==> config.mk <==
export PLATFORM = sky130hd
export DESIGN_NAME = systolic_tile_scheduler
export DESIGN_NICKNAME = d
export VERILOG_FILES = /design/src/rtl/systolic_tile_scheduler.sv
export SDC_FILE = /design/constraint.sdc
export NUM_CORES = 1
export LEC_CHECK = 0
export CAP_MARGIN = 40
export CORE_AREA = 2 2 163 165
export CTS_BUF_LIST = sky130_fd_sc_hd__clkbuf_2
export DETAILED_ROUTE_END_ITERATION = 7
export DIE_AREA = 0 0 165 167
export PLACE_DENSITY = 0.58
export SYNTH_ARGS = -nofsm -noshare
export SYNTH_HDL_FRONTEND = slang
export SYNTH_SLANG_ARGS = --single-unit
==> constraint.sdc <==
create_clock -name CLK -period 5.3 [get_ports CLK]
set_input_delay 0.53 -clock CLK [delete_from_list [all_inputs] [get_ports CLK]]
set_output_delay 0.53 -clock CLK [all_outputs]
set_load 0.03 [all_outputs]
==> src/rtl/systolic_tile_scheduler.sv <==
// Output-tile sequencer for an output-stationary systolic array: walks C tiles row-major,
// streams A/B operand reads, lets the wavefront drain, then writes the tile rows out.
module systolic_tile_scheduler #(
    parameter int PE_ARRAY_NUM_ROWS      = 32,
    parameter int PE_ARRAY_NUM_ROWS_LOG2 = 5,
    parameter int PE_ARRAY_NUM_COLS      = 32,
    parameter int PE_ARRAY_NUM_COLS_LOG2 = 5,
    parameter int MAX_M_SIZE_LOG2        = 9,
    parameter int MAX_K_SIZE_LOG2        = 9,
    parameter int MAX_N_SIZE_LOG2        = 9,
    parameter int OPND1_SRAM_AWIDTH      = 10,
    parameter int OPND2_SRAM_AWIDTH      = 10,
    parameter int OUT_SRAM_AWIDTH        = 10
) (
    input  logic                              CLK,
    input  logic                              RSTn,
    input  logic                              START,
    input  logic                              STALL,
    input  logic [MAX_M_SIZE_LOG2-1:0]        M_SIZE_in,
    input  logic [MAX_K_SIZE_LOG2-1:0]        K_SIZE_in,
    input  logic [MAX_N_SIZE_LOG2-1:0]        N_SIZE_in,
    output logic                              OPND1_RE_out,
    output logic [OPND1_SRAM_AWIDTH-1:0]      OPND1_ADDR_out,
    output logic                              OPND2_RE_out,
    output logic [OPND2_SRAM_AWIDTH-1:0]      OPND2_ADDR_out,
    output logic                              PE_FEED_VALID_out,
    output logic                              PE_ACC_CLR_out,
    output logic                              OUT_WE_out,
    output logic [OUT_SRAM_AWIDTH-1:0]        OUT_ADDR_out,
    output logic [PE_ARRAY_NUM_ROWS_LOG2-1:0] OUT_ROW_SEL_out,
    output logic [PE_ARRAY_NUM_COLS_LOG2:0]   TILE_COLS_out,
    output logic                              BUSY_out,
    output logic                              IS_FINISHED_out
);

    localparam int MW        = MAX_M_SIZE_LOG2;
    localparam int KW        = MAX_K_SIZE_LOG2;
    localparam int NW        = MAX_N_SIZE_LOG2;
    localparam int RL        = PE_ARRAY_NUM_ROWS_LOG2;
    localparam int CL        = PE_ARRAY_NUM_COLS_LOG2;
    localparam int A1W       = OPND1_SRAM_AWIDTH;
    localparam int A2W       = OPND2_SRAM_AWIDTH;
    localparam int OW        = OUT_SRAM_AWIDTH;
    localparam int DRAIN_CYC = PE_ARRAY_NUM_ROWS + PE_ARRAY_NUM_COLS - 1;
    localparam int DW        = $clog2(DRAIN_CYC + 1);

    localparam logic [MW-1:0] M_ONE = {{(MW-1){1'b0}}, 1'b1};
    localparam logic [KW-1:0] K_ONE = {{(KW-1){1'b0}}, 1'b1};
    localparam logic [NW-1:0] N_ONE = {{(NW-1){1'b0}}, 1'b1};
    localparam logic [RL:0]   R_ONE = {{RL{1'b0}}, 1'b1};

    typedef enum logic [2:0] {
        S_IDLE,
        S_LOAD,
        S_FEED,
        S_DRAIN,
        S_WRITE,
        S_NEXT,
        S_DONE
    } state_t;

    state_t state, state_next;

    logic          armed;
    logic [MW-1:0] m_size, mt, mt_tiles;
    logic [KW-1:0] k_size, k_cnt;
    logic [NW-1:0] n_size, nt, nt_tiles;
    logic [DW-1:0] drain_cnt;
    logic [RL-1:0] r_cnt;
    logic          feed_valid;
    logic          acc_clr_pipe;

    logic [MW:0]   m_round;
    logic [NW:0]   n_round;
    logic [MW-1:0] m_rem;
    logic [NW-1:0] n_rem;
    logic [RL:0]   valid_rows;
    logic [CL:0]   valid_cols;
    logic          start_ok, size_zero;
    logic          feed_last, drain_last, write_last;
    logic          tile_wrap, last_tile, in_tile;

    // Edge tiles only cover what is left of M or N; interior tiles are full array size.
    function automatic logic [RL:0] clamp_rows(input logic [MW-1:0] rem);
        if (rem >= MW'(PE_ARRAY_NUM_ROWS))
            return (RL+1)'(PE_ARRAY_NUM_ROWS);
        return (RL+1)'(rem);
    endfunction

    function automatic logic [CL:0] clamp_cols(input logic [NW-1:0] rem);
        if (rem >= NW'(PE_ARRAY_NUM_COLS))
            return (CL+1)'(PE_ARRAY_NUM_COLS);
        return (CL+1)'(rem);
    endfunction

    assign m_round    = {1'b0, m_size} + (MW+1)'(PE_ARRAY_NUM_ROWS - 1);
    assign n_round    = {1'b0, n_size} + (NW+1)'(PE_ARRAY_NUM_COLS - 1);
    assign m_rem      = m_size - (mt << RL);
    assign n_rem      = n_size - (nt << CL);
    assign valid_rows = clamp_rows(m_rem);
    assign valid_cols = clamp_cols(n_rem);

    assign start_ok   = START && armed;
    assign size_zero  = (m_size == '0) || (k_size == '0) || (n_size == '0);
    assign feed_last  = (k_cnt == k_size - K_ONE);
    assign drain_last = (drain_cnt == DW'(DRAIN_CYC - 1));
    assign write_last = ({1'b0, r_cnt} == valid_rows - R_ONE);
    assign tile_wrap  = (nt == nt_tiles - N_ONE);
    assign last_tile  = tile_wrap && (mt == mt_tiles - M_ONE);
    assign in_tile    = (state == S_FEED) || (state == S_DRAIN) || (state == S_WRITE);

    always_ff @(posedge CLK) begin
        if (!RSTn)
            state <= S_IDLE;
        else
            state <= state_next;
    end

    always_comb begin
        state_next = state;
        case (state)
            S_IDLE:  if (start_ok) state_next = S_LOAD;
            S_LOAD:  state_next = size_zero ? S_DONE : S_FEED;
            S_FEED:  if (feed_last) state_next = S_DRAIN;
            S_DRAIN: if (drain_last) state_next = S_WRITE;
            S_WRITE: if (write_last) state_next = S_NEXT;
            S_NEXT:  state_next = last_tile ? S_DONE : S_FEED;
            S_DONE:  state_next = S_IDLE;
            default: state_next = S_IDLE;
        endcase
        if (STALL)
            state_next = state;
    end

    always_ff @(posedge CLK) begin
        if (!RSTn) begin
            armed        <= 1'b1;
            m_size       <= '0;
            k_size       <= '0;
            n_size       <= '0;
            mt           <= '0;
            nt           <= '0;
            mt_tiles     <= '0;
            nt_tiles     <= '0;
            k_cnt        <= '0;
            drain_cnt    <= '0;
            r_cnt        <= '0;
            feed_valid   <= 1'b0;
            acc_clr_pipe <= 1'b0;
        end else begin
            // A held-high START must see a low cycle before it can launch another job.
            if (!START)
                armed <= 1'b1;
            else if (state == S_IDLE && !STALL)
                armed <= 1'b0;

            if (!STALL) begin
                feed_valid   <= (state == S_FEED);
                acc_clr_pipe <= (state == S_FEED) && (k_cnt == '0);

                case (state)
                    S_IDLE: begin
                        if (start_ok) begin
                            m_size <= M_SIZE_in;
                            k_size <= K_SIZE_in;
                            n_size <= N_SIZE_in;
                        end
                    end
                    S_LOAD: begin
                        mt_tiles  <= MW'(m_round >> RL);
                        nt_tiles  <= NW'(n_round >> CL);
                        mt        <= '0;
                        nt        <= '0;
                        k_cnt     <= '0;
                        drain_cnt <= '0;
                        r_cnt     <= '0;
                    end
                    S_FEED:  k_cnt <= feed_last ? '0 : k_cnt + K_ONE;
                    S_DRAIN: drain_cnt <= drain_last ? '0 : drain_cnt + DW'(1);
                    S_WRITE: r_cnt <= write_last ? '0 : r_cnt + RL'(1);
                    S_NEXT: begin
                        if (tile_wrap) begin
                            nt <= '0;
                            mt <= mt + M_ONE;
                        end else begin
                            nt <= nt + N_ONE;
                        end
                    end
                    default: ;
                endcase
            end
        end
    end

    // Addresses wrap modulo the SRAM depth; doing the math at the address width gives the same result.
    assign OPND1_ADDR_out = A1W'(mt) * A1W'(k_size) + A1W'(k_cnt);
    assign OPND2_ADDR_out = A2W'(nt) * A2W'(k_size) + A2W'(k_cnt);
    assign OUT_ADDR_out   = (OW'(mt) * OW'(nt_tiles) + OW'(nt)) * OW'(PE_ARRAY_NUM_ROWS)
                            + OW'(r_cnt);

    assign OPND1_RE_out      = (state == S_FEED) && !STALL;
    assign OPND2_RE_out      = (state == S_FEED) && !STALL;
    assign PE_FEED_VALID_out = feed_valid;
    assign PE_ACC_CLR_out    = acc_clr_pipe && !STALL;
    assign OUT_WE_out        = (state == S_WRITE) && !STALL;
    assign OUT_ROW_SEL_out   = r_cnt;
    assign TILE_COLS_out     = in_tile ? valid_cols : '0;
    assign BUSY_out          = (state != S_IDLE);
    assign IS_FINISHED_out   = (state == S_DONE) && !STALL;

endmodule

# [Word level (Yosys, flattened, before mapping)]
# Cells that the tools add are included.
[word_totals] ff_bits=81 latchBits=0 ramBits=0 rom_bits=0 inputBits=31 out_inout_bits=48 word_cells=109 n_memories=0
[op_classes] addsub=17 multipliers=3 div_mod_pow=0 magnitude_cmp=2 n_eq_ne=16 shifts=0 n_mux=24 n_bitwise=1 reduce_logical=32
[op_table] op="$pmux 9 s2" n=3
[op_table] op="$logic_not 9->1" n=4
[op_table] op="$mux 6" n=6
[op_table] op="$add 9x1->9 const B" n=3
[op_table] op="$eq 9x9->1" n=3
[op_table] op="$mux 9" n=3
[op_table] op="$add 10x9->10" n=2
[op_table] op="$add 9x5->10 const B" n=2
[op_table] op="$mul 9x9->10" n=2
[op_table] op="$ge 9x6->1 const B" n=2
[op_table] op="$mux 3" n=6
[op_table] op="$pmux 3 s6" n=1
[op_table] op="$sub 9x9->9" n=2
[op_table] op="$pmux 6 s2" n=1
[op_table] op="$reduce_and 2->1" n=6
[op_table] op="$sub 5x1->6 const B" n=2
[op_table] op="$add 10x5->10" n=1
[op_table] op="$ne 2x2->1 const B" n=5
[op_table] op="$pmux 5 s2" n=1
[op_table] op="$eq 3x3->1 const B" n=3
[op_table] op="$mul 9x5->5" n=1
[op_table] op="$sub 9x1->9 const B" n=1
[op_table] op="$logic_and 1x1->1" n=8
[op_table] op="$reduce_bool 2->1" n=4
[op_table] op="other kinds (17)" n=23

# [Logic depth before layout (Yosys ltp)]
# Gate-level depths: netlist (run 1).
[depth] word_depth=8 mapped_depth=19 mapped_depth_nobuf=17

# [Worst setup path after synthesis (run 1)]
# Ideal clock, no wire load.
[synth_timing] path_kind="reg-to-output" from="register k_size[2]" to="output OPND1_ADDR_out[9]" arrival_ns=4.712 required_time_ns=4.770 setup_slack_ns=0.058 path_stages_with_launch=19 path_buffers=2 cell_sequence="dfxtp_1 > clkbuf_1 > buf_1 > nand2_1 > fa_1 > fa_1 > inv_1 > ha_1 > inv_1 > fa_1 > fa_1 > inv_1 > ha_1 > inv_1 > o21bai_1 > a21oi_1 > o21bai_1 > a21oi_1 > xnor2_1"
[synth_via] elab_chain_cells=2
[synth_lines] item="from (decl)" line="66" source="logic [KW-1:0] k_size, k_cnt;"
[synth_lines] item="from (signal assigned)" line="165" source="k_size <= K_SIZE_in;"
[synth_lines] item="$mul 9x9->10" line="196" source="assign OPND1_ADDR_out = A1W'(mt) * A1W'(k_size) + A1W'(k_cnt);"
[synth_lines] item="$add 10x9->10" line="196"
[synth_lines] item="to (decl)" line="23" source="output logic [OPND1_SRAM_AWIDTH-1:0] OPND1_ADDR_out,"
# Every way passes these cells.

# [Final worst setup path (run 1)]
[layout_timing] from="register k_size[3]" to="output OPND1_ADDR_out[9]"
# Same word-level chain as after synthesis.

==> results of run 1 <==
## stage by stage
stage | setup TNS [ns] | cells | total power (uW)
floorplan | 0 | 1065 | 960
global placement | 0 | 1450 | 1080
detailed placement | 0 | 1451 | 1090
CTS | -0.0820 | 1480 | 1580
global route | -0.622 | 1494 | 1650
finish | 0 | 1494 | 1560
## synthesized netlist by cell type, drive strengths merged (4+ instances only)
cell,n,share of area (%)
nand2,170,7.6
inv,125,5.6
dfxtp,81,19
xnor2,77,8.0
a21oi,76,4.5
ha,74,11
nor2,68,3.0
fa,67,16
clkbuf,49,2.2
and2,45,3.3
xor2,34,3.5
o21ai,25,1.5
nand3,21,1.2
or3,15,1.1
buf,14,0.95
nor3,13,0.77
nand4,11,0.82
a211oi,9,0.86
o21bai,8,0.71
or4,8,0.71
a21o,7,0.62
nor2b,7,0.52
nor4,7,0.70
and3,6,0.46
nand3b,6,0.53
o2111ai,5,0.59
a311oi,4,0.42
## layer usage
layer / up-vias / wire length, um
met4: 0 / 468
li1: 3636 / -
met1: 3393 / 9850
met3: 27 / 872
met5: - / 0
met2: 160 / 10700
## critical path, cell delays in order (launching register included)
cell       delay (ns)
dfxtp_4          0.41
buf_12           0.13
buf_4            0.15
and2_4           0.14
fa_2             0.33
fa_1             0.48
fa_1             0.49
inv_1            0.05
fa_1             0.48
fa_1             0.50
inv_1            0.06
ha_4             0.27
inv_1            0.04
o21bai_1         0.18
a21oi_2          0.08
xnor2_1          0.13
bufbuf_16        0.28
## cell usage in the layout (no fill, tap or decap), drive strengths merged, types with 25 or more instances in the layout
cell type | netlist | final
a21oi | 76 | 76
inv | 125 | 125
and2 | 45 | 45
ha | 74 | 74
nor2 | 68 | 68
dfxtp | 81 | 81
clkdlybuf4s50 | 0 | 67
xor2 | 34 | 34
buf | 14 | 69
o21ai | 25 | 25
nand2 | 170 | 170
xnor2 | 77 | 77
fa | 67 | 67
## path summary, 6_finish.rpt
kind	slack [ns]	to	depth (start not counted)
setup / recovery	0.006	OPND1_ADDR_out[9]	16
hold / removal	0.47	m_size[8]$_SDFFE_PN0P_	3
setup reg to reg	1.42	state[0]$_SDFFE_PN0P_	15
hold reg to reg	0.48	acc_clr_pipe$_SDFFE_PN0N_	2
## registers in the layout, indices dropped and copies added (netlist names)
name	count
mt	9
m_size	9
k_cnt	9
PE_FEED_VALID_out	1
n_size	9
OUT_ROW_SEL_out	5
mt_tiles	5
k_size	9
state	3
drain_cnt	6
nt_tiles	5
acc_clr_pipe	1
nt	9
armed	1
## power by group
part / switching [uW] / internal [uW]
Combinational: 238 / 176
Sequential: 44.2 / 632
Clock: 224 / 251
Total: 506 / 1060
## cell type report
type	instances	area (um2)	area share (%)
diodes	1	2.50	0.0241
flip-flops and latches	81	1700	16.3
clock inverters	5	129	1.24
well taps	335	419	4.04
clock buffers	10	50.0	0.482
inverters	125	469	4.52
multi-input cells	796	6280	60.5
repair buffers	141	1340	12.9
## kinds of logic after synthesis
family	synth area share, %
AO/OA/AOI/OAI	11.2
XOR/XNOR	11.5
adder cells (fa/ha/maj)	26.9
buffers and inverters	8.71
flip-flops	19.3
multiplexers	0.238
AND/OR/NAND/NOR	22.1
## timing repair
item                                    CTS  global route
hold buffers                              0             0
setup buffers                            14            13
pin swaps                                31            30
gates resized for setup                  58            36
endpoints found under the setup margin   11             9
==> summary.md, run 1 <==
| Metric | Value |
|---|---|
| Iter 0 DRT Violations | around 350 |
| Core Util, Final | 40.3% |
| Initial antenna violation count | 1 |
| Area Growth Syn to Fin | 23.3% |
| Row count | between 50 and 60 |
| Ports | 79 |
| Port Buf Inserts | 78 |
| Sequential area share after synthesis | around a fifth |
| Met1 usage | a little over a fifth |
| Avg Cell Area, Syn | 7.91 um2 |
| Cell area after layout | 10400 um2 |
| H-Tree Depth | 3 |
| Post-DP HPWL | approximately 17000 um |
| Full die area | 27600 um2 |
| Via count | between 7k and 8k |
| Final Setup Violations | 0 |
| Met2 global-route usage | 27.8% |
| Cells after synthesis | 1065 |
| All-Layer GR Usage | about 16% |
| Clk sinks | between 80 and 90 |
| Crit. End Element | output port |
| Least-Margin Pin Slew | between 0.8 and 0.9 ns |
| Worst hold path class | in -> reg |
| VDD IR-drop max | around 110 uV |
| Chip Width | 165 um |
| GRT Residual Overflow | 0 |
| DRT Wirelength | roughly 22000 um |
| Fin. max-slew vios | 0 |
| Total of max-cap violations | 0 |
| Largest net degree at the start of global routing | 36 |
| Global-route wire length before repair | 35600 um |
| Main synth FF type | dfxtp_1 |
| Antenna Nets Post-Route | 0 |
| WL/cell | 14.6 um |
| Net Count, Synth | about 1.2k |
| Fin nets | about 1.3k |
| Gpl congestion | 0.860 |
| Static leakage | 0.00427 uW |
| Relative slew slack | between 40% and 50% |
| EDFF count, synth | 0 |
| Distinct cells, synth | 59 |
| CTS tree | done |
| PwrDens | between 150 and 200 nW/um2 |
| Setup CP Type | reg -> out |
| Met3 Use GR | under 10% |
| Die height | around 170 um |
| Crit Path Max Fanout | 6 |
| CP Data Required Time | between 4 and 5 ns |
| Number of global-route vias before repair | 6963 |
| Worst-Skew Late Latency | 0.57 ns |
| Post-Syn Area | 8420 um2 |
| Worst hold margin | between 0.4 and 0.5 ns |
| Post-route clock period utilization | roughly 100% |
| FMAX | 189 MHz |
| Fraction of layout cells with a size suffix above 1 | 13.6% |
| CP Launch Type | flop |
| Max Root-Sink Buffers | 2 |
| Starting Density | approximately 33% |
| Worst Slack Setup Final | 0.00606 ns |
| Tmin final | ~5.3 ns |
| #FFs+latches synth | 81 |
| Core ar. | 25800 um2 |
| Arr. time, crit path | 4.76 ns |
| Hold path start | M_SIZE_in[8] |
| DRC errors left | 0 |
| CTS buffer count | 9 |
| GRT busiest layer | met2 |
| Via-per-instance ratio | 4.83 |
| Ys async rst share | 0% |
| Worst slack, placed | roughly 0.24 ns |
| RSZ-0062 raised after global routing | true |
| Count of final hold-check violations | 0 |
| YS warnings | 0 |
| Area post-placement | 9660 um2 |
| Worst Skew | 0.0333 ns |
| Worst-path clk slew | ~0.23 ns |
| Run status | complete, no violations |
| Clock root cell | clkbuf_2 |
| Crit path from | k_size[3]$_SDFFE_PN0P_ |
| Reg2reg start | mt[0]$_SDFFE_PN0P_ |
| DRT Pass-1 Iters | 4 |
| Filler cell count in the final layout | ~2.6k |
No activity file was read; power rests on OpenSTA's default activity.
==> inputs of run 2 (changes only) <==
- GPL_ROUTABILITY_DRIVEN: default -> 1
==> results of run 2 <==
Final layout, timing and power as in run 1 (identical DEF).
==> inputs of run 3 (changes only) <==
- PLACE_DENSITY: 0.58 -> 0.6
- clock period: 5.3 -> 4.3 ns (I/O delays scaled with it)
==> run 3 against run 2 <==
Compared with the run above: the run now ends with setup timing left; sequential power increased by 24%; global-route usage increased by 0.38 points; highest routed layer unchanged; clock-buffer cell count unchanged; cell area increased by 5.8%.
==> summary.md, run 3 (same netlist as run 1, synthesis figures left out) <==
| Metric | Value |
|---|---|
| Commonest non-fill, non-tap cells in the layout | nand2_1 (158), inv_1 (104), buf_4 (88) (was nand2_1 (166), inv_1 (121), xnor2_1 (76)) |
| Crit Path Max Fanout | 5 (was 6) |
| Full die area | 27600 um2 (unchanged) |
| Fin nets | 1365 (was 1326) |
| Worst hold margin | 0.368 ns (was 0.467 ns) |
| Number of global-route vias before repair | 7379 (was 6963) |
| Fraction of layout cells with a size suffix above 1 | 21.6% (was 13.6%) |
| CP Data Required Time | 3.87 ns (was 4.77 ns) |
| GRT Residual Overflow | 0 (unchanged) |
| Worst slack, placed | -0.403 ns (was 0.240 ns) |
| Via-per-instance ratio | 4.88 (was 4.83) |
| Count of final hold-check violations | 0 (unchanged) |
| CTS tree | done (unchanged) |
| Final Setup Violations | 12 (was 0) |
| Most numerous cell on the critical path | fa_1 (unchanged) |
| Worst-path clk slew | 0.26 ns (was 0.23 ns) |
| Clock root cell | clkbuf_2 (unchanged) |
| Chip Width | 165 um (unchanged) |
| Relative slew slack | 51.9% (was 44.4%) |
| Switching part of the total | 36.3% (was 32.3%) |
| Iter 0 DRT Violations | 342 (was 351) |
| Crit-path cells | buf_6 -> and2_4 -> fa_1 -> fa_1 -> fa_1 -> inv_1 -> fa_1 -> fa_1 -> inv_2 -> ha_4 -> inv_2 -> o21bai_1 -> a21oi_2 -> xnor2_2 -> buf_12 (was buf_12 -> buf_4 -> and2_4 -> fa_2 -> fa_1 -> fa_1 -> inv_1 -> fa_1 -> fa_1 -> inv_1 -> ha_4 -> inv_1 -> o21bai_1 -> a21oi_2 -> xnor2_1 -> bufbuf_16) |
| RSZ-0062 raised after global routing | true (unchanged) |
| Leading cell type in the layout, fill and taps excluded | nand2_1 (unchanged) |
| Static leakage | 0.00459 uW (was 0.00427 uW) |
| All-Layer GR Usage | 16.7% (was 16.3%) |
| Ports | 79 (unchanged) |
| Via count | 7488 (was 7216) |
| Total of max-cap violations | 0 (unchanged) |
| WL/cell | 14.6 um (about the same) |
| Antenna Nets Post-Route | 0 (unchanged) |
| Sw Pwr | 650 uW (was 506 uW) |
| Largest net degree at the start of global routing | 40 (was 36) |
| TNS Setup | -6.45 ns (was 0 ns) |
| Row count | 59 (unchanged) |
| Clk pwr share | 24.3% (was 30.3%) |
| CP Launch Type | flop (unchanged) |
| Clk sinks | 81 (unchanged) |
| Crit. End Element | output port (unchanged) |
| Core ar. | 25800 um2 (unchanged) |
| Run status | finished with violations (was complete, no violations) |
| H-Tree Depth | 3 (unchanged) |
| Initial antenna violation count | 1 (unchanged) |
| Worst Slack Setup Final | -0.813 ns (was 0.00606 ns) |
| Setup CP Type | reg -> out (unchanged) |
| Slowest stage cell, crit path | fa_1 (unchanged) |
| Worst hold path class | in -> reg (unchanged) |
| Tmin final | approximately 5.1 ns |
| Arr. time, crit path | 4.68 ns (was 4.76 ns) |
| Reg power frac | 46.8% (was 43.2%) |
| Global-route wire length before repair | 37000 um (was 35600 um) |
| Area Growth Syn to Fin | 30.4% (was 23.3%) |
| Largest stage delay, worst path | 0.53 ns (was 0.50 ns) |
| Worst Skew | 0.0377 ns (was 0.0333 ns) |
| DRT Pass-1 Iters | 5 (was 4) |
| Post-route clock period utilization | 119% |
| FMAX | 196 MHz |
| Failing checks | setup timing |
| Largest delay share family, worst path | adder cells (unchanged) |
| DRT Wirelength | 22300 um (was 21900 um) |
| Die height | 167 um (unchanged) |
| Internal | 1140 uW (was 1060 uW) |
| Port Buf Inserts | 78 (unchanged) |
| Combinational share of power | 28.8% (was 26.5%) |
| PwrDens | 163 nW/um2 (was 151 nW/um2) |
| Max Root-Sink Buffers | 2 (unchanged) |
| Starting Density | 32.7% (unchanged) |
| DRC errors left | 0 (unchanged) |
| CTS buffer count | 9 (unchanged) |
| VDD IR-drop max | 156 uV (was 108 uV) |
| Cts hold-fix bufs | 0 (unchanged) |
| Post-DP HPWL | 17500 um (was 17200 um) |
| Fin. max-slew vios | 0 (unchanged) |
| Gpl congestion | 0.880 (was 0.860) |
| Crit path buffers/inverters | 5 (was 6) |
| Least-Margin Pin Slew | 0.720 ns (was 0.832 ns) |
| Worst-Skew Late Latency | 0.57 ns (about the same) |
## run 3: cell count changes in the layout (fill, tap and decap cells not counted), sizes merged
| cell | before | now |
|---|---|---|
| buf | 69 | 117 |
| bufbuf | 1 | 0 |
| bufinv | 4 | 1 |
| clkdlybuf4s15 | 1 | 0 |
| clkdlybuf4s50 | 67 | 60 |
| clkinv | 1 | 2 |
| clkinvlp | 0 | 2 |
| dlygate4sd2 | 0 | 1 |
| dlymetal6s2s | 3 | 2 |
| inv | 125 | 126 |
## run 3: final timing paths
check	slack, ns	end	cells past startpoint	from
worst max-delay path	-0.81	OPND1_ADDR_out[9]	15	k_size[2]$_SDFFE_PN0P_
worst min-delay path	0.37	n_size[1]$_SDFFE_PN0P_	3	N_SIZE_in[1]
worst max register to register	0.36	state[0]$_SDFFE_PN0P_	15	mt[2]$_SDFFE_PN0P_
worst min register to register	0.47	acc_clr_pipe$_SDFFE_PN0N_	2	acc_clr_pipe$_SDFFE_PN0N_
## run 3: repair_timing
action	in CTS	in global routing
buffers inserted	15	11
endpoints found under the setup margin	18	16
pin swaps	29	38
hold endpoints to repair	0	0
gates resized for setup	61	59
## run 3: routing by layer
| layer | vias up | part of all wire [%] | global-route usage, % |
|---|---|---|---|
| met5 | - | 0 | 0 |
| met4 | 0 | 1.6 | 3.25 |
| met3 | 22 | 3.2 | 2.39 |
| met2 | 144 | 51 | 29.2 |
| met1 | 3617 | 45 | 21.9 |
| li1 | 3705 | - | - |
## run 3: cell type report
cell class                 count  area (um2)
timing repair buffer         180        1680
sequential                    81        1680
tap                          335         419
multi-input combinational    796        6610
fill                        2568       14800
clock buffer                  10        50.0
inverter                     125         473
clock inverter                 6        65.1
antenna                        1        2.50
## run 3: through the flow
step	instances	util, %	total power (uW)	area, um2
final	1534	42.6	1790	11000
after global routing	1534	42.6	1910	11000
after CTS	1524	41.3	1810	10600
after detailed placement	1493	39.6	1350	10200
after global placement	1493	39.6	1350	10200
after floorplan	1065	-	1190	8840
## run 3: worst reg2reg max path: stages, from the launching register on
cell and delay, ns:
dfxtp_4 0.43, buf_6 0.12, buf_6 0.11, buf_4 0.15, inv_1 0.13, ha_1 0.30
xor2_1 0.19, nor3b_2 0.38, o21a_1 0.23, nand2_1 0.07, ha_1 0.27, xor2_1 0.17
xnor2_1 0.14, or4_1 0.61, o32a_1 0.36, a211oi_2 0.21
## run 3: power by group through the flow
stage / clock network [uW] / registers [uW] / logic, uW
final: 436 / 840 / 517
after detailed placement: 0 / 860 / 494
after global placement: 0 / 859 / 488
after floorplan: 0 / 827 / 368
after global routing: 489 / 847 / 571
after CTS: 461 / 840 / 510
